[src/rtl/stopwatch_sseg_amisha_pkg.sv]
// Shared seven-segment constants for the stopwatch and the display mux benches.
// Segment order {dp,g,f,e,d,c,b,a}, active-low; dp is dark in every pattern.
package stopwatch_sseg_amisha_pkg;

    localparam logic [7:0] SSEG_0 = 8'hC0;
    localparam logic [7:0] SSEG_1 = 8'hF9;
    localparam logic [7:0] SSEG_2 = 8'hA4;
    localparam logic [7:0] SSEG_3 = 8'hB0;
    localparam logic [7:0] SSEG_4 = 8'h99;
    localparam logic [7:0] SSEG_5 = 8'h92;
    localparam logic [7:0] SSEG_6 = 8'h82;
    localparam logic [7:0] SSEG_7 = 8'hF8;
    localparam logic [7:0] SSEG_8 = 8'h80;
    localparam logic [7:0] SSEG_9 = 8'h90;
    localparam logic [7:0] SSEG_A = 8'h88;
    localparam logic [7:0] SSEG_B = 8'h83;
    localparam logic [7:0] SSEG_C = 8'hC6;
    localparam logic [7:0] SSEG_D = 8'hA1;
    localparam logic [7:0] SSEG_E = 8'h86;
    localparam logic [7:0] SSEG_F = 8'h8E;

    localparam logic [7:0] SSEG_BLANK  = 8'hFF;
    localparam int         SSEG_DP_BIT = 7;

endpackage

[src/rtl/stopwatch_sseg_amisha_hex_to_sseg.sv]
// hex_to_sseg_amisha: combinational hex digit plus decimal point to an
// active-low seven-segment pattern.
module hex_to_sseg_amisha
    import stopwatch_sseg_amisha_pkg::*;
(
    input  logic [3:0] hex,
    input  logic       dp,
    output logic [7:0] sseg
);

    logic [7:0] pattern;

    always_comb begin
        pattern = SSEG_BLANK;
        case (hex)
            4'h0: pattern = SSEG_0;
            4'h1: pattern = SSEG_1;
            4'h2: pattern = SSEG_2;
            4'h3: pattern = SSEG_3;
            4'h4: pattern = SSEG_4;
            4'h5: pattern = SSEG_5;
            4'h6: pattern = SSEG_6;
            4'h7: pattern = SSEG_7;
            4'h8: pattern = SSEG_8;
            4'h9: pattern = SSEG_9;
            4'hA: pattern = SSEG_A;
            4'hB: pattern = SSEG_B;
            4'hC: pattern = SSEG_C;
            4'hD: pattern = SSEG_D;
            4'hE: pattern = SSEG_E;
            4'hF: pattern = SSEG_F;
            default: pattern = SSEG_BLANK;
        endcase
    end

    // dp input is active-high "lit"; the segment line is active-low
    always_comb begin
        sseg = pattern;
        sseg[SSEG_DP_BIT] = ~dp;
    end

endmodule

[src/rtl/stopwatch_sseg_amisha.sv]
// Four-digit BCD stopwatch (000.0..999.9 s) with registered seven-segment outputs.
// Optional macro STOPWATCH_LEADING_ZERO_BLANK_EN blanks leading zeros on digits 3 and 2.
module stopwatch_sseg_amisha
    import stopwatch_sseg_amisha_pkg::*;
#(
    parameter int TICK_DIV = 5000000,
    parameter int CNT_W    = 23
) (
    input  logic        clk_amisha,
    input  logic        reset_amisha,
    input  logic        go_amisha,
    input  logic        clr_amisha,
    output logic [7:0]  sseg3_amisha,
    output logic [7:0]  sseg2_amisha,
    output logic [7:0]  sseg1_amisha,
    output logic [7:0]  sseg0_amisha,
    output logic [15:0] bcd_amisha,
    output logic        wrap_amisha
);

    localparam logic [CNT_W-1:0] TICK_LAST = CNT_W'(TICK_DIV - 1);
    localparam logic [7:0] SSEG_0_DP = SSEG_0 & ~(8'h01 << SSEG_DP_BIT);

`ifdef STOPWATCH_LEADING_ZERO_BLANK_EN
    localparam logic [7:0] RST_SSEG3 = SSEG_BLANK;
    localparam logic [7:0] RST_SSEG2 = SSEG_BLANK;
`else
    localparam logic [7:0] RST_SSEG3 = SSEG_0;
    localparam logic [7:0] RST_SSEG2 = SSEG_0;
`endif

    logic [CNT_W-1:0] cnt;
    logic             tick;
    logic [15:0]      bcd_q;
    logic [15:0]      bcd_inc;
    logic             all_nines;
    logic [7:0]       raw3, raw2, raw1, raw0;
    logic             blank3, blank2;

    assign tick       = go_amisha && (cnt == TICK_LAST);
    assign bcd_amisha = bcd_q;

    always_ff @(posedge clk_amisha or negedge reset_amisha) begin
        if (!reset_amisha) begin
            cnt <= '0;
        end else if (clr_amisha) begin
            cnt <= '0;
        end else if (go_amisha) begin
            cnt <= tick ? '0 : cnt + 1'b1;
        end
    end

    // Ripple-carry BCD increment; a carry surviving all four digits means 999.9
    always_comb begin
        logic carry;
        bcd_inc = bcd_q;
        carry   = 1'b1;
        for (int i = 0; i < 4; i++) begin
            if (carry) begin
                if (bcd_q[i*4 +: 4] == 4'd9) begin
                    bcd_inc[i*4 +: 4] = 4'd0;
                end else begin
                    bcd_inc[i*4 +: 4] = bcd_q[i*4 +: 4] + 4'd1;
                    carry = 1'b0;
                end
            end
        end
        all_nines = carry;
    end

    always_ff @(posedge clk_amisha or negedge reset_amisha) begin
        if (!reset_amisha) begin
            bcd_q       <= '0;
            wrap_amisha <= 1'b0;
        end else if (clr_amisha) begin
            bcd_q       <= '0;
            wrap_amisha <= 1'b0;
        end else begin
            if (tick) begin
                bcd_q <= bcd_inc;
            end
            wrap_amisha <= tick && all_nines;
        end
    end

    hex_to_sseg_amisha u_dec3 (.hex(bcd_q[15:12]), .dp(1'b0), .sseg(raw3));
    hex_to_sseg_amisha u_dec2 (.hex(bcd_q[11:8]),  .dp(1'b0), .sseg(raw2));
    hex_to_sseg_amisha u_dec1 (.hex(bcd_q[7:4]),   .dp(1'b1), .sseg(raw1));
    hex_to_sseg_amisha u_dec0 (.hex(bcd_q[3:0]),   .dp(1'b0), .sseg(raw0));

`ifdef STOPWATCH_LEADING_ZERO_BLANK_EN
    assign blank3 = (bcd_q[15:12] == 4'd0);
    assign blank2 = blank3 && (bcd_q[11:8] == 4'd0);
`else
    assign blank3 = 1'b0;
    assign blank2 = 1'b0;
`endif

    // Segment outputs trail the digit register by one cycle
    always_ff @(posedge clk_amisha or negedge reset_amisha) begin
        if (!reset_amisha) begin
            sseg3_amisha <= RST_SSEG3;
            sseg2_amisha <= RST_SSEG2;
            sseg1_amisha <= SSEG_0_DP;
            sseg0_amisha <= SSEG_0;
        end else begin
            sseg3_amisha <= blank3 ? SSEG_BLANK : raw3;
            sseg2_amisha <= blank2 ? SSEG_BLANK : raw2;
            sseg1_amisha <= raw1;
            sseg0_amisha <= raw0;
        end
    end

endmodule
[config.mk]
export PLATFORM = sky130hd
export DESIGN_NAME = stopwatch_sseg_amisha
export DESIGN_NICKNAME = d
export VERILOG_FILES = /design/src/rtl/stopwatch_sseg_amisha_pkg.sv /design/src/rtl/stopwatch_sseg_amisha_hex_to_sseg.sv /design/src/rtl/stopwatch_sseg_amisha.sv
export SDC_FILE = /design/constraint.sdc
export NUM_CORES = 1
export LEC_CHECK = 0
export ABC_AREA = 1
export CAP_MARGIN = 20
export CORE_MARGIN = 1
export CORE_UTILIZATION = 50
export DETAILED_ROUTE_END_ITERATION = 16
export MAX_ROUTING_LAYER = met4
export PLACE_DENSITY = 0.73
export SYNTH_ARGS = -nofsm -noshare
export SYNTH_HDL_FRONTEND = slang
export SYNTH_SLANG_ARGS = --single-unit
[constraint.sdc]
create_clock -name clk_amisha -period 2.6 [get_ports clk_amisha]
set_clock_uncertainty 0.1 [all_clocks]
set_input_delay 0.65 -clock clk_amisha [delete_from_list [all_inputs] [get_ports clk_amisha]]
set_output_delay 0.65 -clock clk_amisha [all_outputs]
set_load 0.01 [all_outputs]
==> results by group, run 1 <==
Worst setup path
  • Crit path DAT: 1.59 ns
  • Critical path's largest stage delay: 0.63 ns
  • CP endpoint kind: output pin
  • CP max FO: 15
  • Critical path's top delay family: flip-flops
  • CP cell instances: clkdlybuf4s50_1
  • Worst endpoint required time: approximately 1.9 ns
  • CP Buf/Inv Count: 1
  • Critical Path Slowest Stage Cell: dfrtp_1
  • Critical Setup Path Class: reg -> out
  • Setup crit start kind: flop

Cells and area
  • Fillers: 700
  • Area grow syn2layout: 19.04%
  • ANT cells: 0
  • Final net count: 607
  • Share of layout cells above drive strength 1: 5.660%

Place
  • Port Buffer Count: 48
  • Routability cong.: around 0.94
  • Post-DP HPWL: 6235 um

Power
  • Power, Total: ~2.4 mW
  • LEAKAGE: 2.257 nW
  • Power density cells: 497.6 mW/mm^2
  • Clock power share: 37.3%
  • Seq pwr share: about 49%
  • Sw Pwr: 0.6154 mW
  • Sw frac: 25.83%
  • Combinational power share: 14.1%
  • VDD IR-drop max: 0.2115 mV
  • Internal: 1.767 mW

Yosys
  • Mux cell area share after synthesis: 0%
  • Synth top area share: 39.83%
  • Simple-gate portion of the synthesized area: 30.37%
  • XOR/XNOR Fraction of Synth Area: 2.178%
  • Dominant cells by area after synthesis: dfrtp_1 40%, nand2_1 12%, ha_1 7.8%
  • Synth Warn #: 0
  • Count leader, synth: nand2_1
  • Synth Area in Compound Gates: 8.712%
  • #FFs+latches synth: 68
  • Post-synth EDFFs: 0
  • Mean Syn Cell Area: around 7.6 um^2
  • Yosys top cell by area: dfrtp_1
  • Synth top cells by count: 126 x nand2_1, 68 x nor2_1, 64 x dfrtp_1, 64 x inv_1, 60 x nand3_1
  • Mapped cell area: between 0.004 and 0.005 mm^2
  • Sequential share of the synthesized area: 42.44%
  • Top_reg_cell synth: dfrtp_1
  • FFs w/ async S/R, synth: 100.0%
  • Largest family of logic cells by synthesized area: simple AND/OR/NAND/NOR gates
  • Synth Instances: 529
  • Count of cell types in the netlist: 37
  • Adder-cell area share of the yosys netlist: 7.778%

Job
  • Max-cap violations: 0

Timing
  • Endpoints failing setup: 0
  • WHS: 0.2087 ns
  • Final Max Tran Viols: 0
  • Final Hold Fails: 0
  • Period utilisation layout: 90.12%
  • TNS Setup: 0 ns
  • RSZ-0062 raised after global routing: false
  • Final worst path period need: roughly 2.3 ns
  • Highest clock rate: roughly 0.43 GHz

Worst hold path
  • Hold Crit Class: in -> async

GRT
  • Vias in the first global route: 3242
  • GRT overflow: 0
  • Gr usage total: 22.83%
  • Initial antenna violation count: 0
  • Largest net degree at the start of global routing: 69
  • Global-route wire length before repair: about 15000 um

Floorplanning
  • Num rows: 32
  • Die Wd: 91.68 um
  • Die height: approximately 92 um
  • Core box area: 0.007767 mm^2
  • Initial Utilization: 51.77%
  • Die area: 0.008405 mm^2
  • I/O Pins: 53

Routing
  • Routed wire length: approximately 8600 um
  • Wire length on met2: 4052 um
  • Met3 routed WL: 356 um
  • Top sig layer: met4
  • Drt first-iter violations: 227
  • WL/cell: 12.57 um
  • Drt via density: ~5.2
  • Vias post-DR: 3574
  • DRC Markers: 0
  • Wl on met1: ~4100 um
  • First-pass DRT Iterations: 4
  • Final ANT Viol Nets: 0

Clock tree
  • CTS buffer count: 9
  • Post-CTS sizing: 0
  • Maximum clock path buffer count: 2
  • Hold_buf cts: 0
  • CTS Sinks: 68
  • Htree depth: 3
  • CTS clk-pin slew, worst paths: 0.08 ns
  • Postcts setup bufs: 0
  • Worst-Skew Late Latency: 0.34 ns
  • CTS root buffer: clkbuf_8
  • CTS tree: built

Outcome
  • Status: finished, final reports clean
## sequential cells by signal, indices dropped and copies added (netlist names)
register,flops
sseg3_amisha,7
cnt,23
sseg1_amisha,7
sseg2_amisha,7
bcd_amisha,16
sseg0_amisha,7
wrap_amisha,1
## cell type report
| class | instances | area [um^2] | area share [%] |
|---|---|---|---|
| sequential | 68 | 1707 | 35.65 |
| inverter | 65 | 244.0 | 5.097 |
| tap | 102 | 127.6 | 2.666 |
| clock inverter | 4 | 48.80 | 1.019 |
| timing repair buffer | 52 | 518.0 | 10.82 |
| multi-input combinational | 382 | 1987 | 41.51 |
| clock buffer | 12 | 155.1 | 3.241 |
## cells in the final DEF (no fill, tap or decap), types with 3 or more instances in the layout
cell / count
o221ai_1: 3
conb_1: 4
o311ai_0: 3
ha_1: 25
a21oi_1: 13
dfrtp_1: 64
nor3_1: 10
nand2_1: 126
dfstp_2: 4
o211ai_1: 4
nand4_1: 6
o21ai_0: 30
xor2_1: 8
clkdlybuf4s50_1: 47
nor2_1: 68
clkbuf_8: 11
nand3_1: 60
inv_1: 64
buf_4: 3
## path summary, 6_finish.rpt
check                                from               to  slack [ns]  cells after the start
max                        bcd_amisha[11]   bcd_amisha[11]        0.26                      1
min                          reset_amisha           cnt[9]        0.21                      2
max reg2reg                 bcd_amisha[4]   bcd_amisha[15]        0.51                     10
min reg2reg                        cnt[1]           cnt[1]        0.42                      2
max in group asynchronous    reset_amisha  sseg3_amisha[6]        1.84                      2
min in group clk_amisha            cnt[1]           cnt[1]        0.42                      2
## cells by family after synthesis
| kind of cell | Yosys count |
|---|---|
| compound gates | 60 |
| simple gates | 283 |
| other cells | 2 |
| buf+inv | 81 |
| xor+xnor | 10 |
| flops | 68 |
| fa+ha+maj | 25 |
## through the flow
step	setup WS, ns	std cells	utilization (%)	area [um^2]
floorplan	0.7779	531	-	4029
global placement	0.2658	669	59.00	4583
CTS	0.2377	685	61.63	4787
finish	0.2570	685	61.63	4787
detailed placement	0.2397	669	59.00	4583
global route	0.1333	685	61.63	4787
## layer usage
layer / vias to the layer above / track usage [%]
li1: 1797 / -
met1: 1666 / 29.60
met2: 98 / 36.28
met3: 13 / 3.731
met4: 0 / 8.201
met5: - / -
## power groups by stage
| stage | logic (mW) | registers, mW | clock network, mW |
|---|---|---|---|
| after floorplan | 0.151 | 1.20 | 0 |
| after global placement | 0.333 | 1.18 | 0 |
| after detailed placement | 0.341 | 1.18 | 0 |
| after CTS | 0.342 | 1.16 | 0.913 |
| after global routing | 0.379 | 1.16 | 0.954 |
| final | 0.337 | 1.16 | 0.889 |
Power figures use the tool's default switching activity.
==> run 2, diff against run 1 <==
- PLACE_DENSITY: 0.73 -> 0.78
- SETUP_SLACK_MARGIN: not set -> 0.1
- SKIP_CTS_REPAIR_TIMING: not set -> 1
==> results by group, run 2 (synthesis results as in run 1) <==
Cells and area
  • Fillers: 667 (-4.7%)
  • Commonest non-fill, non-tap cell in the layout: nand2_1
  • Final net count: 607 (unchanged)
  • Most frequent cells in the layout: 126 x nand2_1, 68 x nor2_1, 64 x inv_1, 64 x dfrtp_1, 60 x nand3_1
  • Share of layout cells above drive strength 1: 5.832% (+0.17 points)
  • Register area: 0.001707 mm^2 (unchanged)
  • Register with the most flip-flops: cnt
  • Final std cell area, no fill: 0.004806 mm^2 (+0.39%)
  • Area of the multi-input gates: 0.001987 mm^2 (unchanged)
  • ANT cells: 0 (unchanged)
  • Largest register FFs: 23 (unchanged)
  • Area grow syn2layout: 19.51%
  • Layout Cells excl Fill: 685 (unchanged)
  • Final core occ: 61.87% (+0.24 points)

Worst setup path
  • Critical Path Slowest Stage Cell: dfrtp_1
  • R2r endpoint: bcd_amisha[14]
  • Critical Setup Path Class: reg -> out
  • FF-to-FF Start: bcd_amisha[4]
  • R2R Setup Slk: 0.44 ns (-0.07 ns)
  • Reg2reg path depth: 10 (unchanged)
  • Origin of the worst setup path: bcd_amisha[11]
  • Worst endpoint required time: 1.85 ns (about the same)
  • Critical path's largest stage delay: 0.64 ns (about the same)
  • CP cell instances: clkdlybuf4s50_1
  • Critical path's top delay family: flip-flops
  • CP endpoint kind: output pin
  • CP Buf/Inv Count: 1 (unchanged)
  • Setup crit start kind: flop
  • Crit path DAT: 1.62 ns (+0.03 ns)
  • CP max FO: 15 (unchanged)

Timing
  • Period utilisation layout: 91.09% (+0.98 points)
  • RSZ-0062 raised after global routing: false
  • Final worst path period need: 2.368 ns (+0.02546 ns)
  • WHS: 0.1578 ns (-0.05084 ns)
  • TNS Setup: 0 ns (unchanged)
  • Final Hold Fails: 0 (unchanged)
  • Highest clock rate: 0.4222 GHz (-1.1%)
  • Endpoints failing setup: 0 (unchanged)
  • Final Max Tran Viols: 0 (unchanged)
  • Slack of the critical path: 0.2315 ns (-0.02546 ns)

Routing
  • First-pass DRT Iterations: 5 (+1)
  • Vias post-DR: 3599 (+0.70%)
  • Wl on met1: 3913 um (-3.6%)
  • Met3 routed WL: 491 um (+38%)
  • Routed wire length: 8698 um (+1.0%)
  • Final ANT Viol Nets: 0 (unchanged)
  • Drt via density: 5.254 (+0.70%)
  • DRC Markers: 0 (unchanged)
  • Drt first-iter violations: 290 (+28%)
  • WL/cell: 12.70 um (+1.0%)
  • Wire length on met2: 4196 um (+3.6%)
  • Top sig layer: met4

Worst hold path
  • Hold Crit Class: in -> async

Place
  • Pre-CTS WS: 0.2186 ns (-0.02103 ns)
  • Placed Cells: 669 (unchanged)
  • Port Buffer Count: 48 (unchanged)
  • Post-DP HPWL: 6484 um (+4.0%)
  • Routability cong.: 0.9776 (+3.7%)
  • Placed Area: 0.004583 mm^2 (unchanged)

GRT
  • Gr usage total: 23.36% (+0.53 points)
  • Vias in the first global route: 3418 (+5.4%)
  • Initial antenna violation count: 0 (unchanged)
  • Global-route wire length before repair: 15300 um (+2.6%)
  • GRT overflow: 0 (unchanged)
  • Largest net degree at the start of global routing: 50 (-28%)

Floorplanning
  • Num rows: 32 (unchanged)
  • Die height: 91.68 um (unchanged)
  • I/O Pins: 53 (unchanged)
  • Initial Utilization: 51.77% (unchanged)
  • Die Wd: 91.68 um (unchanged)
  • Core box area: 0.007767 mm^2 (unchanged)
  • Die area: 0.008405 mm^2 (unchanged)

Clock tree
  • CTS Sinks: 68 (unchanged)
  • CTS root buffer: clkbuf_8
  • Htree depth: 3 (unchanged)
  • CTS buffer count: 9 (unchanged)
  • Maximum clock path buffer count: 2 (unchanged)
  • Worst-Skew Late Latency: 0.35 ns (about the same)
  • CTS clk-pin slew, worst paths: 0.08 ns (about the same)
  • CTS tree: built

Job
  • Max-cap violations: 0 (unchanged)

Power
  • Power density cells: 511.3 mW/mm^2 (+2.8%)
  • VDD IR-drop max: 0.3744 mV (+77%)
  • LEAKAGE: 2.261 nW (+0.15%)
  • Power, Total: 2.457 mW (+3.2%)

Outcome
  • Status: finished, final reports clean
## run 2: cell count changes in the layout (fill, tap and decap cells not counted)
cell,change
bufinv_16,+1
clkbuf_8,-2
clkinv_2,-1
clkinvlp_4,+1
inv_6,+1
clkbuf_1,-1
clkinv_4,+1
## run 2: cell type report
class | instances | share of cell area, %
multi-input cells | 382 | 41.34
flip-flops and latches | 68 | 35.51
repair buffers | 52 | 10.78
inverters | 65 | 5.077
well taps | 102 | 2.656
clock buffers | 9 | 2.577
clock inverters | 7 | 2.057
## run 2: worst reg2reg max path, cell delays in order (launching register included)
cell	delay (ns)
dfrtp_1	0.50
ha_1	0.25
inv_1	0.06
nor2_1	0.12
inv_1	0.08
nor2_1	0.22
inv_1	0.12
nor3_1	0.23
nand2_1	0.20
nand3_1	0.11
nand2_1	0.06
## run 2: layer usage
metal	vias to the layer above	GRT usage [%]
met1	1669	29.02
li1	1796	-
met3	15	5.473
met2	119	37.72
met5	-	-
met4	0	7.672
## run 2: power breakdown
| part | leakage, nW | switching, mW | internal [mW] |
|---|---|---|---|
| registers | 0.920 | 0.0401 | 1.11 |
| logic | 1.23 | 0.181 | 0.157 |
| clock network | 0.110 | 0.420 | 0.544 |
## run 2: worst max-delay path by stage
stage | end | cells after the start | slack [ns]
after floorplan | bcd_amisha[9] | 11 | 0.78
after global placement | bcd_amisha[6] | 6 | 0.29
after detailed placement | bcd_amisha[5] | 6 | 0.22
after CTS | bcd_amisha[11] | 1 | 0.23
after global routing | bcd_amisha[11] | 1 | 0.17
final | bcd_amisha[11] | 1 | 0.23
==> run 3, diff against run 2 <==
- CORE_MARGIN: 1 -> not set
==> results of run 3 <==
Same layout as run 2: the final DEF is identical, and so are final timing and power.
==> RTL edit: new RTL, config.mk and constraints of run 3 <==
The option `STOPWATCH_LEADING_ZERO_BLANK_EN` is turned on by a define.
--- a/src/rtl/stopwatch_sseg_amisha.sv
+++ b/src/rtl/stopwatch_sseg_amisha.sv
@@ -1,5 +1,7 @@
 // Four-digit BCD stopwatch (000.0..999.9 s) with registered seven-segment outputs.
 // Optional macro STOPWATCH_LEADING_ZERO_BLANK_EN blanks leading zeros on digits 3 and 2.
+`define STOPWATCH_LEADING_ZERO_BLANK_EN
+
 module stopwatch_sseg_amisha
     import stopwatch_sseg_amisha_pkg::*;
 #(
Check against the original RTL: not equivalent (a bounded check fails within 4 cycles, from zero or initial values and one cycle with reset_amisha low).
==> RTL edit against run 3 <==
- routed wire length grew 17%
- clock power shrank 5.2%
- setup slack gained 0.016 ns
- total power grew 7.4%
- sequential cell count is the same
- design area grew 5.2%
- register-to-register slack gained 0.10 ns
- cell count grew 6.4%
- core utilization shrank 0.37 points
- area after synthesis grew 5.9%
==> RTL edit: results (changes against run 3) <==
metric	value	unit	change
outcome	complete, no violations		
Post-DP Area	0.00485	mm^2	+5.8%
PD cells	522	mW/mm^2	+2.2%
DP Cell Count	713		+6.6%
Worst Setup SP	bcd_amisha[6]		
met3 wire length	568	um	+16%
xor and xnor area share after synthesis	1.85	%	-0.33 points
Setup WS pre-CTS	0.0633	ns	-0.155 ns
LEAKAGE	2.23	nW	-1.2%
area fraction in compound gates after synthesis	9.17	%	+0.46 points
number of diodes	0		unchanged
CP max-delay cell	dfrtp_1		
GR Util All Layers	25.7	%	+2.3 points
crit path DAT	1.60	ns	-0.02 ns
share of layout cells above drive strength 1	9.13	%	+3.3 points
R2R Path Start	bcd_amisha[5]		
largest net degree at the start of global routing	69		+38%
Synth cell types	40		+8.1%
Seq/Total Area, Yosys	40.4	%	-2.0 points
total wire length	10100	um	+17%
initial antenna violation count	0		unchanged
Vias	3890		+8.1%
Post-synth top cells	148 x nand2_1, 75 x nor2_1, 65 x inv_1		
comb pwr	483	uW	+42%
Final #Nets	648		+6.8%
vias in the first global route	3659		+7.1%
Metal-1 WL	4480	um	+14%
1st-iter DRT viols	186		-36%
clock tree buffer depth	2		unchanged
Hold Path Class	input port to async pin		
grt met2 use	40.3	%	+2.6 points
multiplexer share of the synthesized area	0	%	unchanged
switch share	26.6	%	+0.48 points
crit path max fanout	16		+1
gpl congestion	0.950		-2.8%
total sequential power	1.24	mW	+7%
first-pass GRT wire length	17200	um	+13%
dpl hpwl	7440	um	+15%
GR Util met3	4.53	%	-0.94 points
Vias/cell	5.34		+1.6%
VDD IR max	0.325	mV	-13%
max reg flops	23		unchanged
Gate Count Post-Synth	565		+6.8%
top post-synthesis cells by area	dfrtp_1 31%, nand2_1 13%, dfstp_2 9.9%		
WL met2	4890	um	+16%
Adder-Cell Fraction of Synth Area	7.35	%	-0.43 points
met1 Usage GRT	32.7	%	+3.7 points
[RTL edit: cell types whose count changed after synthesis, moves of 6 or more]
| cell | delta |
|---|---|
| dfrtp_1 | -12 |
| dfstp_2 | +12 |
| nand2_1 | +22 |
| nand4_1 | +7 |
| nor2_1 | +7 |
| o2111ai_1 | +6 |
| o21ai_0 | -6 |
[RTL edit: area by class of cell]
cell class / count / area (um^2)
Clock buffer: 15 / 176
Clock inverter: 1 / 30.0
Fill cell: 704 / 3160
Inverter: 67 / 251
Multi-Input combinational cell: 416 / 2190
Sequential cell: 68 / 1720
Tap cell: 105 / 131
Timing Repair Buffer: 57 / 556
[RTL edit: final timing paths]
path / endpoint / slack (ns) / depth (start not counted)
setup / recovery: bcd_amisha[6] / 0.25 / 1
hold / removal: cnt[7] / 0.21 / 2
setup reg to reg: bcd_amisha[12] / 0.54 / 9
hold reg to reg: cnt[1] / 0.43 / 2
max in group asynchronous: sseg1_amisha[6] / 1.85 / 2
min in group clk_amisha: cnt[1] / 0.43 / 2
